File: config.mk
export PLATFORM = sky130hd
export DESIGN_NAME = plot_sink
export DESIGN_NICKNAME = d
export VERILOG_FILES = /design/src/rtl/plot_sink_pkg.sv /design/src/rtl/plot_sink_fifo.sv /design/src/rtl/plot_sink.sv
export SDC_FILE = /design/constraint.sdc
export NUM_CORES = 1
export LEC_CHECK = 0
export BUFFER_PORTS_ARGS = -buffer_cell sky130_fd_sc_hd__buf_4
export CORE_ASPECT_RATIO = 1.4
export CORE_MARGIN = 2
export CORE_UTILIZATION = 47
export DETAILED_ROUTE_END_ITERATION = 8
export GPL_TIMING_DRIVEN = 0
export PLACE_DENSITY_LB_ADDON = 0.25
export SETUP_SLACK_MARGIN = 0.5
export SYNTH_ARGS = -nofsm -noshare
export SYNTH_HDL_FRONTEND = slang
export SYNTH_SLANG_ARGS = --single-unit
File: constraint.sdc
create_clock -name clock -period 10.03 [get_ports clock]
set_clock_uncertainty 0.15 [all_clocks]
set_input_delay 0.5015 -clock clock [delete_from_list [all_inputs] [get_ports clock]]
set_output_delay 0.5015 -clock clock [all_outputs]
set_load 0.01 [all_outputs]
File: src/rtl/plot_sink_pkg.sv
// Shared definitions for the pixel-plot sink: screen geometry, colours,
// controller states and the layout of a buffered plot entry.
package plot_sink_pkg;

  localparam int SCREEN_W_DEF = 160;
  localparam int SCREEN_H_DEF = 120;
  localparam int COLOUR_W     = 3;

  localparam logic [COLOUR_W-1:0] COLOUR_BLACK = 3'b000;
  localparam logic [COLOUR_W-1:0] COLOUR_RED   = 3'b100;
  localparam logic [COLOUR_W-1:0] COLOUR_WHITE = 3'b111;

  typedef enum logic {
    ST_RUN   = 1'b0,
    ST_CLEAR = 1'b1
  } sink_state_t;

  // A buffered entry is the concatenation {x, y, colour}, x in the MSBs.
  function automatic int entry_width(input int x_w, input int y_w);
    return x_w + y_w + COLOUR_W;
  endfunction

endpackage

File: src/rtl/plot_sink_fifo.sv
// Small synchronous FIFO holding accepted plot requests; the head entry is
// visible combinationally so the drain side never spends a cycle on a read.
module plot_fifo #(
  parameter int DEPTH = 8,
  parameter int WIDTH = 18
) (
  input  logic             clock,
  input  logic             reset,
  input  logic             push,
  input  logic             pop,
  input  logic             flush,
  input  logic [WIDTH-1:0] push_data,
  output logic [WIDTH-1:0] head_data,
  output logic             full,
  output logic             empty
);

  localparam int PTR_W = $clog2(DEPTH);

  logic [WIDTH-1:0] storage [DEPTH];
  logic [PTR_W-1:0] wr_ptr;
  logic [PTR_W-1:0] rd_ptr;
  logic [PTR_W:0]   count;
  logic             do_push;
  logic             do_pop;

  assign full    = (count == (PTR_W+1)'(DEPTH));
  assign empty   = (count == '0);
  assign do_push = push && !full && !flush;
  assign do_pop  = pop && !empty && !flush;

  always_ff @(posedge clock) begin
    if (reset || flush) begin
      wr_ptr <= '0;
      rd_ptr <= '0;
      count  <= '0;
    end else begin
      if (do_push) wr_ptr <= wr_ptr + 1'b1;
      if (do_pop)  rd_ptr <= rd_ptr + 1'b1;
      case ({do_push, do_pop})
        2'b10:   count <= count + 1'b1;
        2'b01:   count <= count - 1'b1;
        default: count <= count;
      endcase
    end
  end

  // Payload storage carries no reset; occupancy alone decides validity.
  always_ff @(posedge clock) begin
    if (do_push) storage[wr_ptr] <= push_data;
  end

  assign head_data = storage[rd_ptr];

endmodule

File: src/rtl/plot_sink.sv
// Plot sink: buffers pixel plots, range-checks them and writes them to the
// framebuffer as linear addresses, with a full-screen clear sequence.
module plot_sink
  import plot_sink_pkg::*;
#(
  parameter int                  DEPTH        = 8,
  parameter int                  SCREEN_W     = SCREEN_W_DEF,
  parameter int                  SCREEN_H     = SCREEN_H_DEF,
  parameter int                  X_W          = 8,
  parameter int                  Y_W          = 7,
  parameter int                  ADDR_W       = 15,
  parameter logic [COLOUR_W-1:0] CLEAR_COLOUR = COLOUR_BLACK
) (
  input  logic                clock,
  input  logic                reset,
  input  logic [X_W-1:0]      plot_x,
  input  logic [Y_W-1:0]      plot_y,
  input  logic [COLOUR_W-1:0] plot_colour,
  input  logic                plot_valid,
  output logic                plot_ready,
  input  logic                clear_req,
  output logic                busy,
  output logic [ADDR_W-1:0]   mem_addr,
  output logic [COLOUR_W-1:0] mem_data,
  output logic                mem_we,
  input  logic                mem_ready,
  output logic [7:0]          drop_count
);

  localparam int                ENTRY_W   = entry_width(X_W, Y_W);
  localparam logic [ADDR_W-1:0] LAST_ADDR = ADDR_W'(SCREEN_W * SCREEN_H - 1);

  sink_state_t         state;
  sink_state_t         state_next;
  logic [ADDR_W-1:0]   clear_cnt;

  logic                fifo_push;
  logic                fifo_pop;
  logic                fifo_flush;
  logic                fifo_full;
  logic                fifo_empty;
  logic [ENTRY_W-1:0]  fifo_head;

  logic [X_W-1:0]      head_x;
  logic [Y_W-1:0]      head_y;
  logic [COLOUR_W-1:0] head_colour;
  logic [ADDR_W-1:0]   x_ext;
  logic [ADDR_W-1:0]   y_ext;
  logic [ADDR_W-1:0]   row_base;
  logic [ADDR_W-1:0]   drain_addr;

  logic                in_range;
  logic                plot_accept;
  logic                drop_inc;

  assign in_range    = (32'(plot_x) < 32'(SCREEN_W)) && (32'(plot_y) < 32'(SCREEN_H));
  assign plot_accept = plot_valid && plot_ready;
  assign fifo_push   = plot_accept && in_range;
  assign drop_inc    = plot_accept && !in_range;

  plot_fifo #(
    .DEPTH (DEPTH),
    .WIDTH (ENTRY_W)
  ) u_fifo (
    .clock     (clock),
    .reset     (reset),
    .push      (fifo_push),
    .pop       (fifo_pop),
    .flush     (fifo_flush),
    .push_data ({plot_x, plot_y, plot_colour}),
    .head_data (fifo_head),
    .full      (fifo_full),
    .empty     (fifo_empty)
  );

  assign head_x      = fifo_head[ENTRY_W-1 -: X_W];
  assign head_y      = fifo_head[COLOUR_W +: Y_W];
  assign head_colour = fifo_head[COLOUR_W-1:0];
  assign x_ext       = ADDR_W'(head_x);
  assign y_ext       = ADDR_W'(head_y);

  // 160 = 128 + 32, so the default row width needs only shifts and one add.
  generate
    if (SCREEN_W == 160) begin : g_row_shift
      assign row_base = (y_ext << 7) + (y_ext << 5);
    end else begin : g_row_mult
      assign row_base = y_ext * ADDR_W'(SCREEN_W);
    end
  endgenerate

  assign drain_addr = row_base + x_ext;

  always_ff @(posedge clock) begin
    if (reset) state <= ST_RUN;
    else       state <= state_next;
  end

  always_comb begin
    state_next = state;
    plot_ready = 1'b0;
    busy       = 1'b0;
    mem_we     = 1'b0;
    mem_addr   = '0;
    mem_data   = '0;
    fifo_pop   = 1'b0;
    fifo_flush = 1'b0;
    case (state)
      ST_RUN: begin
        plot_ready = !fifo_full && !clear_req;
        if (!fifo_empty) begin
          mem_we   = 1'b1;
          mem_addr = drain_addr;
          mem_data = head_colour;
          fifo_pop = mem_ready;
        end
        if (clear_req) begin
          fifo_flush = 1'b1;
          state_next = ST_CLEAR;
        end
      end
      ST_CLEAR: begin
        busy     = 1'b1;
        mem_we   = 1'b1;
        mem_addr = clear_cnt;
        mem_data = CLEAR_COLOUR;
        if (mem_ready && (clear_cnt == LAST_ADDR)) state_next = ST_RUN;
      end
      default: state_next = ST_RUN;
    endcase
  end

  // The clear address only advances when the memory takes the write.
  always_ff @(posedge clock) begin
    if (reset) begin
      clear_cnt <= '0;
    end else if (state == ST_RUN) begin
      if (clear_req) clear_cnt <= '0;
    end else if (mem_ready) begin
      clear_cnt <= (clear_cnt == LAST_ADDR) ? '0 : clear_cnt + 1'b1;
    end
  end

  always_ff @(posedge clock) begin
    if (reset)                               drop_count <= '0;
    else if (drop_inc && drop_count != 8'hFF) drop_count <= drop_count + 8'd1;
  end

endmodule
==> impl_metrics.py <==
metrics = {
    "yosys": {
        "synth-compound-area-share_pct": 6.26,
        "synth_warnings": 0,
        "yosys.area_share.simple_pct": 9.17,
        "synthDistinctLibCells": 60,
        "syn_area_um2": 7900,
        "synth_area_leaders": "edfxtp_1 55%, mux4_2 10%, dfxtp_1 9.4%",
        "synth-adder-area-share_pct": 3.67,
        "syn_nets": 565,
        "netlist_instances": 520,
        "yosys.area.top_type_share_pct": 54.7,
        "synth_top_family_by_area": "multiplexers",
        "ys_ff_latch": 181,
        "synth_xor_area_share_pct": 1.77,
        "async_reset_ff_share_pct": 0,
        "muxShareOfSynthArea_pct": 13.3,
        "syn_avg_cell_area_um2": 15.2,
        "yosysSeqAreaShare_pct": 64.1,
        "yosysTopAreaCell": "edfxtp_1",
        "ys.flop_type": "edfxtp_1",
        "synth_edf_count": 144,
    },
    "worst_setup_path": {
        "path_max_fanout": 10,
        "slowest_stage": "buf_1",
        "path_class": "reg2out",
        "crit_chain": "buf_2 -> buf_1 -> mux4_2 -> mux2i_1 -> fa_1 -> fa_1 -> nor2b_1 -> o21ai_0 -> a2111oi_0 -> a21o_1 -> buf_4",
        "cp_common_cell": "fa_1",
        "critPathTopFamily": "adder cells",
        "crit_buf_inv": 3,
        "critPathMaxStageDelay_ns": 0.57,
        "start_kind": "register",
        "critPathArrivalTime_ns": 4.42,
        "critical_path_required_ns": 9.38,
        "endpoint_kind": "primary output",
    },
    "route": {
        "dr.pass1.iters": 4,
        "drcViolationCount": 0,
        "vias_per_cell": 5.70,
        "wl_per_cell_um": 20.2,
        "vias": 4644,
        "drt_iter0_drc": 393,
        "postRouteAntennaNets": 0,
        "routed_wl_mm": 16.5,
    },
    "layout": {
        "fin_nets": 644,
        "syn_to_final_growth_pct": 16.9,
        "drive_gt1_share_pct": 26.5,
        "n_antenna_cell": 0,
        "fill_cells": 1315,
        "instances_no_fill": 815,
        "postLayoutCellArea_um2": 9230,
    },
    "clocking": {
        "htree_levels": 4,
        "clk_path_buf_depth": 2,
        "cts_buffers": 17,
        "insertion_delay_ns": 0.43,
        "cts_resized": 0,
        "cts_root_buf": "clkbuf_16",
        "cts_sinks": 181,
        "cts_setup_buffers": 0,
        "cts_tree": "done",
        "cts.clk_slew.worst_paths_ns": 0.07,
        "cts-hold-fix-buffers": 0,
    },
    "floorplan": {
        "coreArea_um2": 16600,
        "die_h_um": 157,
        "die_w_um": 114,
        "start_util_pct": 47.6,
        "ios": 52,
        "rows": 56,
        "dieArea_um2": 17900,
    },
    "global_routing": {
        "grt_use_total_pct": 19.6,
        "grt_max_degree": 18,
        "grt_pass1_wl_mm": 26.2,
        "grt_pass1_vias": 4924,
        "grt_overflow": 0,
        "antenna_found_initial": 0,
    },
    "power_and_ir_drop": {
        "ir_drop_v": 0.000101,
        "total_power_w": 0.00150,
        "p_leak_nw": 3.07,
        "power_density_nw_per_um2": 163,
    },
    "sta": {
        "setup_violations": 0,
        "layout_min_cycle_time_ns": 5.07,
        "drv_slew": 0,
        "fmaxAchievable_mhz": 197,
        "period_share_pct": 50.5,
        "hold_ws_ns": 0.140,
        "rsz0062_at_grt": "no",
        "worst_pin_slew_ns": 1.05,
        "hold_viol": 0,
        "final.setup.tns_ns": 0,
        "slew_headroom_pct": 29.2,
    },
    "run_status": {
        "status": "finished clean",
    },
    "placed_design": {
        "hpwl_mm": 11.8,
        "place_area_um2": 8690,
        "numPortBuffers": 50,
        "dp_cells": 783,
        "gp_congestion": 0.863,
    },
    "flow_run": {
        "max_cap_violations": 0,
    },
    "hold_path": {
        "hold_path.class": "in2reg",
    },
}
==> registers in the layout (all words and copies together), names as in the netlist, named ones only <==
register	flops
u_fifo.rd_ptr	3
u_fifo.wr_ptr	3
state	1
drop_count	8
u_fifo.storage	144
u_fifo.count	4
clear_cnt	15
==> area by class of cell <==
class	count	area (um2)	share of cell area, %
tap	203	254	2.75
inverter	9	33.8	0.366
clock inverter	14	115	1.25
clock buffer	18	429	4.65
sequential	181	5060	54.9
timing repair buffer	60	510	5.53
multi-input combinational	310	2730	29.5
buffer	20	101	1.10
==> cell families (layout without fill, tap and decap cells) <==
| family | Yosys count | in the layout |
|---|---|---|
| and+or+nand+nor | 137 | 137 |
| xor gates and xnor gates | 16 | 16 |
| DFF | 181 | 181 |
| AOI/OAI and AO/OA | 77 | 77 |
| adders and majority gates | 22 | 22 |
| buffers and inverters | 29 | 121 |
| muxes | 58 | 58 |
==> metrics by stage <==
stage / utilization (%) / setup slack [ns]
4_1_cts: 55.6 / 4.97
3_3_place_gp: 51.4 / 5.30
6_report: 55.6 / 4.96
5_1_grt: 55.6 / 4.67
3_5_place_dp: 52.3 / 5.44
2_1_floorplan: - / 6.13
==> final timing paths <==
path / startpoint / end / slack (ns) / cells after the start
setup / recovery: register / mem_addr[10] / 4.96 / 11
setup reg to reg: u_fifo.count[1]$_SDFFE_PP0P_ / u_fifo.count[2]$_SDFFE_PP0P_ / 7.14 / 11
hold / removal: plot_colour[0] / u_fifo.storage[0][0]$_DFFE_PP_ / 0.14 / 1
hold reg to reg: clear_cnt[14]$_SDFFE_PP0P_ / clear_cnt[14]$_SDFFE_PP0P_ / 0.36 / 1
==> placed cells by master (no fill, tap or decap), drive strengths merged, types with 2 or more instances in the layout <==
cell type  synthesis  layout
a211oi             2       2
a21o               2       2
a21oi             15      15
a22oi              2       2
a31oi              9       9
a41oi              3       3
and2               3       3
and3               5       5
buf               13      73
clkbuf             7      25
clkinv             0       2
clkinvlp           0       3
dfxtp             37      37
edfxtp           144     144
fa                 2       2
ha                20      20
inv                9      18
mux2               6       6
mux2i             16      16
mux4              36      36
nand2             30      30
nand2b            10      10
nand3             11      11
nand4              3       3
nor2              40      40
nor2b              2       2
nor3              11      11
nor3b              3       3
nor4               5       5
nor4bb             2       2
o21a               4       4
o21ai             28      28
o21bai             2       2
o31ai              3       3
or2                2       2
or3                6       6
xnor2              9       9
xor2               7       7
==> metal layers <==
metal  part of all wire (%)  wire length [um]  up-vias  global-route usage (%)
li1                       -                 -     2188                       -
met1                     41              6710     2319                    22.9
met2                     54              8890      118                    35.5
met3                    3.8               633       19                    3.93
met4                    1.4               235        0                    7.72
met5                      0                 0        -                       0
==> worst register-to-register path: cells and delay by family (launching register included) <==
kind                     cells  cell delay (ns)
AND/OR/NAND/NOR              4             1.18
flip-flops                   1             0.30
adder cells (fa/ha/maj)      2             0.46
buffers and inverters        1             0.16
AO/OA/AOI/OAI                2             0.30
XOR/XNOR                     2             0.27
==> cells in the mapped netlist, types with 4 or more instances <==
master and instances:
a21oi_1 14, o21ai_0 27, clkbuf_1 7, o21a_1 4, nand2b_1 10, dfxtp_1 37, nor2_1 39, nand3_1 11
xnor2_1 9, and3_1 5, nor3_1 10, mux4_2 36, or3_1 6, inv_1 8, nor4_1 4, buf_2 6
edfxtp_1 144, a31oi_1 9, mux2i_1 15, nand2_1 30, xor2_1 7, mux2_2 6, ha_1 20
==> power by group <==
group	internal, W	total, W	leakage, nW	switching, W
logic	0.0000276	0.0000679	1.21	0.0000403
registers	0.000812	0.000814	1.60	0.00000211
clock network	0.000324	0.000619	0.260	0.000294
total	0.00116	0.00150	3.07	0.000337
Note: power is estimated with default switching activity, not from simulation.
